--- src/rtl/td4_pkg.sv ---
// Shared constants for the TD4 execute stage: default width, LOAD bit
// positions and SELECT source encodings.
package td4_pkg;

   localparam int TD4_WIDTH = 4;

   localparam int LD_A   = 0;
   localparam int LD_B   = 1;
   localparam int LD_OUT = 2;
   localparam int LD_PC  = 3;

   localparam logic [1:0] SEL_A    = 2'b00;
   localparam logic [1:0] SEL_B    = 2'b01;
   localparam logic [1:0] SEL_IN   = 2'b10;
   localparam logic [1:0] SEL_ZERO = 2'b11;

endpackage

--- src/rtl/td4_alu.sv ---
// Source mux plus adder for the TD4 execute stage; purely combinational.
// The carry out is the extra top bit of a WIDTH+1 bit addition.
module td4_alu
   import td4_pkg::*;
#(
   parameter int WIDTH = TD4_WIDTH
) (
   input  logic [1:0]       sel,
   input  logic [WIDTH-1:0] a,
   input  logic [WIDTH-1:0] b,
   input  logic [WIDTH-1:0] in_port,
   input  logic [WIDTH-1:0] imm,
   output logic [WIDTH-1:0] sum,
   output logic             cout
);

   logic [WIDTH-1:0] mux;

   always_comb begin
      mux = '0;
      case (sel)
         SEL_A:    mux = a;
         SEL_B:    mux = b;
         SEL_IN:   mux = in_port;
         SEL_ZERO: mux = '0;
      endcase
   end

   assign {cout, sum} = {1'b0, mux} + {1'b0, imm};

endmodule

--- src/rtl/td4_datapath.sv ---
// TD4 execute stage: A/B/OUT/PC registers, carry flag, sticky self-jump
// detect and a saturating retired-instruction counter.
module td4_datapath
   import td4_pkg::*;
#(
   parameter int WIDTH     = TD4_WIDTH,
   parameter int CNT_WIDTH = 8
) (
   input  logic                 CLK,
   input  logic                 RESET,
   input  logic                 EN,
   input  logic [3:0]           LOAD,
   input  logic [1:0]           SELECT,
   input  logic [WIDTH-1:0]     IMM,
   input  logic [WIDTH-1:0]     IN_PORT,
   output logic [WIDTH-1:0]     PC,
   output logic [WIDTH-1:0]     OUT_PORT,
   output logic                 CARRY,
   output logic [WIDTH-1:0]     REG_A,
   output logic [WIDTH-1:0]     REG_B,
   output logic                 HALTED,
   output logic [CNT_WIDTH-1:0] INSTR_COUNT
);

   logic [WIDTH-1:0]     reg_a, reg_b, reg_out, pc;
   logic                 carry, halted;
   logic [CNT_WIDTH-1:0] instr_count;
   logic [WIDTH-1:0]     sum;
   logic                 cout;

   function automatic logic [CNT_WIDTH-1:0] sat_inc(input logic [CNT_WIDTH-1:0] v);
      return (&v) ? v : v + 1'b1;
   endfunction

   td4_alu #(.WIDTH(WIDTH)) u_alu (
      .sel     (SELECT),
      .a       (reg_a),
      .b       (reg_b),
      .in_port (IN_PORT),
      .imm     (IMM),
      .sum     (sum),
      .cout    (cout)
   );

   // Carry is captured on every retired instruction, so a conditional jump
   // always sees the carry of the instruction just before it.
   always_ff @(posedge CLK) begin
      if (RESET) begin
         reg_a       <= '0;
         reg_b       <= '0;
         reg_out     <= '0;
         pc          <= '0;
         carry       <= 1'b0;
         halted      <= 1'b0;
         instr_count <= '0;
      end else if (EN) begin
         if (!LOAD[LD_A])   reg_a   <= sum;
         if (!LOAD[LD_B])   reg_b   <= sum;
         if (!LOAD[LD_OUT]) reg_out <= sum;
         if (!LOAD[LD_PC])  pc      <= sum;
         else               pc      <= pc + 1'b1;
         carry       <= cout;
         instr_count <= sat_inc(instr_count);
         if (!LOAD[LD_PC] && (sum == pc)) halted <= 1'b1;
      end
   end

   assign PC          = pc;
   assign OUT_PORT    = reg_out;
   assign CARRY       = carry;
   assign REG_A       = reg_a;
   assign REG_B       = reg_b;
   assign HALTED      = halted;
   assign INSTR_COUNT = instr_count;

endmodule
--- config.mk ---
export PLATFORM = sky130hd
export DESIGN_NAME = td4_datapath
export DESIGN_NICKNAME = d
export VERILOG_FILES = /design/src/rtl/td4_pkg.sv /design/src/rtl/td4_alu.sv /design/src/rtl/td4_datapath.sv
export SDC_FILE = /design/constraint.sdc
export NUM_CORES = 1
export LEC_CHECK = 0
export ABC_AREA = 1
export ABC_CLOCK_PERIOD_IN_PS = 2900
export CORE_MARGIN = 2
export CORE_UTILIZATION = 36
export DETAILED_ROUTE_END_ITERATION = 10
export GPL_ROUTABILITY_DRIVEN = 0
export HOLD_SLACK_MARGIN = 0.03
export PLACE_DENSITY = 0.66
export SLEW_MARGIN = 20
export SYNTH_ARGS = -nofsm -noshare
export SYNTH_HDL_FRONTEND = slang
export SYNTH_SLANG_ARGS = --single-unit
--- constraint.sdc ---
create_clock -name CLK -period 2.9 [get_ports CLK]
set_input_delay 0.87 -clock CLK [delete_from_list [all_inputs] [get_ports CLK]]
set_output_delay 0.87 -clock CLK [all_outputs]
set_load 0.05 [all_outputs]
**Word-level counts from Yosys, hierarchy flattened**

Cells that the tools add are included.

- Equal/unequal tests: 4
- Mux-type cells: 2
- Reductions and logical operators: 9
- Bitwise logic cells: 4
- Add/subtract/negate cells: 3

Operator list:

| cell | count |
|---|---|
| $pmux W4 S4 | 1 |
| $reduce_and A2 Y1 | 5 |
| $add A8 B1 Y8 const B | 1 |
| $reduce_and A8 Y1 | 1 |
| $add A4 B4 Y5 | 1 |
| $add A4 B1 Y4 const B | 1 |
| $eq A2 B2 Y1 const B | 2 |
| $eq A4 B4 Y1 | 1 |
| $mux W4 | 1 |
| $not A1 Y1 | 4 |
| $eq A2 B1 Y1 const B | 1 |
| $logic_not A2 Y1 | 1 |
| $logic_and A1 B1 Y1 | 1 |
| $logic_not A1 Y1 | 1 |

- Output and inout bits: 26
- Word-level logic and storage cells: 29
- Bits in registers: 26

**Logic depth before layout (Yosys ltp)**

- Depth in word-level cells: 6
- Mapped depth: 16
- Depth with buffers taken out: 16

**By module**

From an unflattened synthesis, not the netlist that was laid out.

- Cells, all modules: 211
- Area total of the unflattened synthesis: 1486.4 um^2

Modules (own cells, without submodules):

| module | times used | area an instance (um^2) | seq. area each (um^2) | cells each |
|---|---|---|---|---|
| td4_datapath | 1 | 1229.9 | 520.5 | 165 |
| td4_alu | 1 | 256.5 | 0.0 | 46 |

**Worst setup path before layout**

OpenSTA, ideal clock, no wires.

- Path type: input to register
- Start point: input SELECT[1]
- End point: register halted (netlist: HALTED)
- Cell stages on the path: 14
- Path slack: 0.360 ns
- Arrival: 2.471 ns
- Buffers on the path: 0
- Required time: 2.830 ns
- Setup time: 0.070 ns
- Cell sequence: nor2_1 > inv_1 > nand3_1 > o21ai_0 > inv_1 > ha_1 > inv_1 > fa_1 > nor2_1 > nor2_1 > nand3_1 > nor2_1 > nand3_1 > a21oi_1

- Longest elaborated chain between the ends: 6
- Elaborated cells between the ends (all ways): 9
- Those cells by class: add/sub: 1; eq/ne: 4; mux: 1; reduce/logical: 3

RTL lines:

| element | RTL line | RTL |
|---|---|---|
| start, declared | td4_datapath.sv:13 | `input logic [1:0] SELECT,` |
| $eq A2 B2 Y1, or another cell as far along | td4_alu.sv:21 | `case (sel)` |
| $pmux W4 S4 * | td4_alu.sv:21 |  |
| $add A4 B4 Y5 * | td4_alu.sv:29 | `assign {cout, sum} = {1'b0, mux} + {1'b0, imm};` |
| $eq A4 B4 Y1 * | td4_datapath.sv:64 | `if (!LOAD[LD_PC] && (sum == pc)) halted <= 1'b1;` |
| $logic_and A1 B1 Y1 * | td4_datapath.sv:64 |  |
| $reduce_and A2 Y1 (no line) * | - |  |
| end signal, assigned | td4_datapath.sv:54 | `halted <= 1'b0;` |
| end signal, assigned | td4_datapath.sv:64 |  |
| end, declared | td4_datapath.sv:26 | `logic carry, halted;` |

Every way passes the cells marked *; elsewhere a longest branch is shown, timed or not.
A chain may end at the register's enable or synchronous reset.

**Worst setup path in the final report**

- Start point: input IN_PORT[0]
- End point: register halted (netlist: HALTED)

- Longest elaborated chain between the ends: 5

RTL lines:

| element | RTL line | RTL |
|---|---|---|
| start, declared | td4_datapath.sv:15 | `input logic [WIDTH-1:0] IN_PORT,` |
| $pmux W4 S4 | td4_alu.sv:21 |  |
| $add A4 B4 Y5 | td4_alu.sv:29 |  |
| $eq A4 B4 Y1 | td4_datapath.sv:64 |  |
| $logic_and A1 B1 Y1 | td4_datapath.sv:64 |  |
| $reduce_and A2 Y1 (no line) | - |  |

Every way passes these cells.

==> metrics.md <==
| Metric | Value |
|---|---|
| H-tree depth | `1` |
| Pin count of the biggest net entering global routing | `20` |
| Core area | `3943 um^2` |
| Final wirelength | `about 3600 um` |
| Ratio of cells with drive above 1 in the final layout | `12.02%` |
| DP HPWL | `around 2800 um` |
| Final setup violation count | `0` |
| Hold_buf cts | `0` |
| Synth async-reset ratio | `0%` |
| Reg2reg setup slack | `0.82 ns` |
| DRT Pass-1 Iters | `4` |
| Vias per std cell | `approximately 4.8` |
| Synthesized netlist cell count | `between 200 and 250` |
| Leakage | `slightly above 0.9 nW` |
| Most frequent cell after synthesis | `nand2_1` |
| Antenna cells | `0` |
| CP Data Required Time | `approximately 3.1 ns` |
| Worst Max-Slew Pin Slew | `around 0.56 ns` |
| Synthesized area | `roughly 1500 um^2` |
| Crit end category | `register` |
| Post-synth EDFFs | `0` |
| Via count | `1479` |
| RSZ-0062 raised after global routing | `false` |
| Min Tclk post-route | `2.731 ns` |
| I/O pins | `43` |
| Reg2reg end | `HALTED$_SDFFE_PP0P_` |
| Worst-path clk slew | `about 0.090 ns` |
| CTS tree | `built` |
| CTS Buffer Depth | `2` |
| Clk sinks | `26` |
| Synth Flop Type | `dfxtp_1` |
| Tcrit/Tclk final | `roughly 94%` |
| Root buf cell | `clkbuf_8` |
| Num CTS Buffers | `3` |
| Slew Limit Fails | `0` |
| Drt drc | `0` |
| Worst setup SP type | `input port` |
| Final nets | `283` |
| YS warnings | `0` |
| Max-Cap Viols | `0` |
| Commonest cells in the netlist | `nand2_1 (39), inv_1 (31), dfxtp_1 (26)` |
| Power per cell area | `around 490 nW/um^2` |
| Setup bufs post-CTS | `0` |
| Worst r2r path cells | `13` |
| Fin cells | `a little over 300` |
| Hold Path End | `HALTED$_SDFFE_PP0P_` |
| Detail Route Antenna Nets | `0` |
| Kind of critical path | `in2reg` |
| Row cnt | `23` |
| Die height | `around 68 um` |
| Gr ovfl total | `0` |
| #FFs+latches synth | `26` |
| Worst R2R Start | `REG_B[0]$_SDFFE_PP0P_` |
| Worst Hold Depth | `2` |
| Fmax achieved | `roughly 0.37 GHz` |
| Synth area leader | `dfxtp_1` |
| Antenna violations before repair | `0` |
| Die width | `approximately 68 um` |
| Vias in the first global route | `between 1000 and 1500` |
| Post-Route Skew | `0.002982 ns` |
| Endpoints failing hold | `0` |
| Post-synth top area share | `a little over a third` |
| Headroom to the max-slew limit | `62.87%` |
| Setup TNS | `0 ns` |
| Placed cell count | `approximately 300` |
| Die area | `between 4000 and 5000 um^2` |
| Most area-consuming cells after synthesis | `dfxtp_1 (36%), nand2_1 (10%), inv_1 (8.0%)` |
| Syn Nets | `roughly 230` |
| Initial Utilization | `37.00%` |
| I/O Buffers | `between 40 and 50` |
| Fillers | `~390` |
| Crit-path max FO | `4` |
| Post-DR wirelength/cell | `11.80 um` |
| Synth cell types | `23` |
| Tot GR Track Use | `17.64%` |
| Crit path DAT | `2.95 ns` |
| Power Total | `slightly above 0.001 W` |
| Min-delay worst type | `reg2reg` |
| Area grow syn2layout | `41.77%` |
| Hold_ws | `between 0.4 and 0.5 ns` |
| Status | `finished, final reports clean` |
| Setup crit start | `IN_PORT[0]` |
| Worst hold start | `HALTED$_SDFFE_PP0P_` |
| Sequential share of the synthesized area | `between 30% and 40%` |
| Worst IR Drop VDD | `roughly 0.00029 V` |
| Worst-skew pair later-pin latency | `0.28 ns` |
| Synthesized area per cell | `roughly 7.1 um^2` |
| Detailed Route Iter0 Violations | `48` |
| First-pass GRT wire length | `around 6200 um` |
==> routing by layer <==
layer  vias to the layer above  part of all wire [%]  global-route usage [%]
met1                       677                    47                   21.92
met5                         -                     0                       0
li1                        769                     -                       -
met2                        30                    49                   30.88
met4                         0                  0.58                   4.082
met3                         3                   4.0                   3.833
==> worst max-delay path: stages <==
cell             delay [ns]
clkdlybuf4s50_1        0.45
nand2_1                0.05
nand3_1                0.08
o21ai_1                0.07
inv_1                  0.06
ha_2                   0.16
inv_1                  0.06
fa_2                   0.60
nor2_1                 0.05
nor2_1                 0.09
nand3_1                0.08
nor2_1                 0.11
nand3_1                0.09
a21oi_1                0.13
==> logic make-up after synthesis <==
| logic type | share of synthesized area [%] |
|---|---|
| buffers and inverters | 10.72 |
| and+or+nand+nor | 28.99 |
| adders and majority gates | 6.518 |
| xor gates and xnor gates | 1.801 |
| AOI/OAI and AO/OA | 16.30 |
| DFF | 35.68 |
==> power breakdown <==
part / switching (W) / internal [W] / total [W]
sequential: 0.0000205 / 0.000379 / 0.000400
combinational: 0.000188 / 0.000121 / 0.000309
clock: 0.000119 / 0.000185 / 0.000304
==> placed cells by master (no fill, tap or decap), drive strengths merged, types with 6 or more instances in the layout <==
cell           instances
ha                     6
clkdlybuf4s50         40
dfxtp                 26
inv                   33
nand3                 18
nand2                 43
nor2                  24
o21ai                 19
a21oi                 21
buf                   10
==> metrics by stage <==
step / setup slack [ns] / area [um^2] / utilization, %
floorplan: 0.3596 / 1459 / -
global placement: -0.1334 / 1984 / 50.33
detailed placement: -0.2641 / 1984 / 50.33
CTS: 0.02720 / 2056 / 52.14
global route: 0.002861 / 2068 / 52.46
finish: 0.1689 / 2068 / 52.46
==> flip-flops by register name, summed over array words and instances, names as in the netlist <==
register	count
INSTR_COUNT	8
OUT_PORT	4
PC	4
REG_A	4
REG_B	4
CARRY	1
HALTED	1
==> area by class of cell <==
| class | instances | area, um^2 | area share, % |
|---|---|---|---|
| Clock buffer | 3 | 41.29 | 1.996 |
| Clock inverter | 1 | 30.03 | 1.452 |
| Inverter | 33 | 123.9 | 5.989 |
| Multi-Input combinational cell | 143 | 789.5 | 38.17 |
| Sequential cell | 26 | 520.5 | 25.17 |
| Tap cell | 50 | 62.56 | 3.025 |
| Timing Repair Buffer | 52 | 500.5 | 24.20 |
==> what timing repair did <==
item                       4_1_cts  5_1_grt
setup endpoints to repair        0        7
resized for setup                0        8
hold endpoints to repair         0        0
==> worst max-delay path by stage <==
stage	end	slack, ns
final	HALTED$_SDFFE_PP0P_	0.17
after floorplan	HALTED$_SDFFE_PP0P_	0.36
after global routing	HALTED$_SDFFE_PP0P_	0.003
after detailed placement	HALTED$_SDFFE_PP0P_	-0.26
after global placement	HALTED$_SDFFE_PP0P_	-0.13
after CTS	HALTED$_SDFFE_PP0P_	0.03
Power figures use the tool's default switching activity.
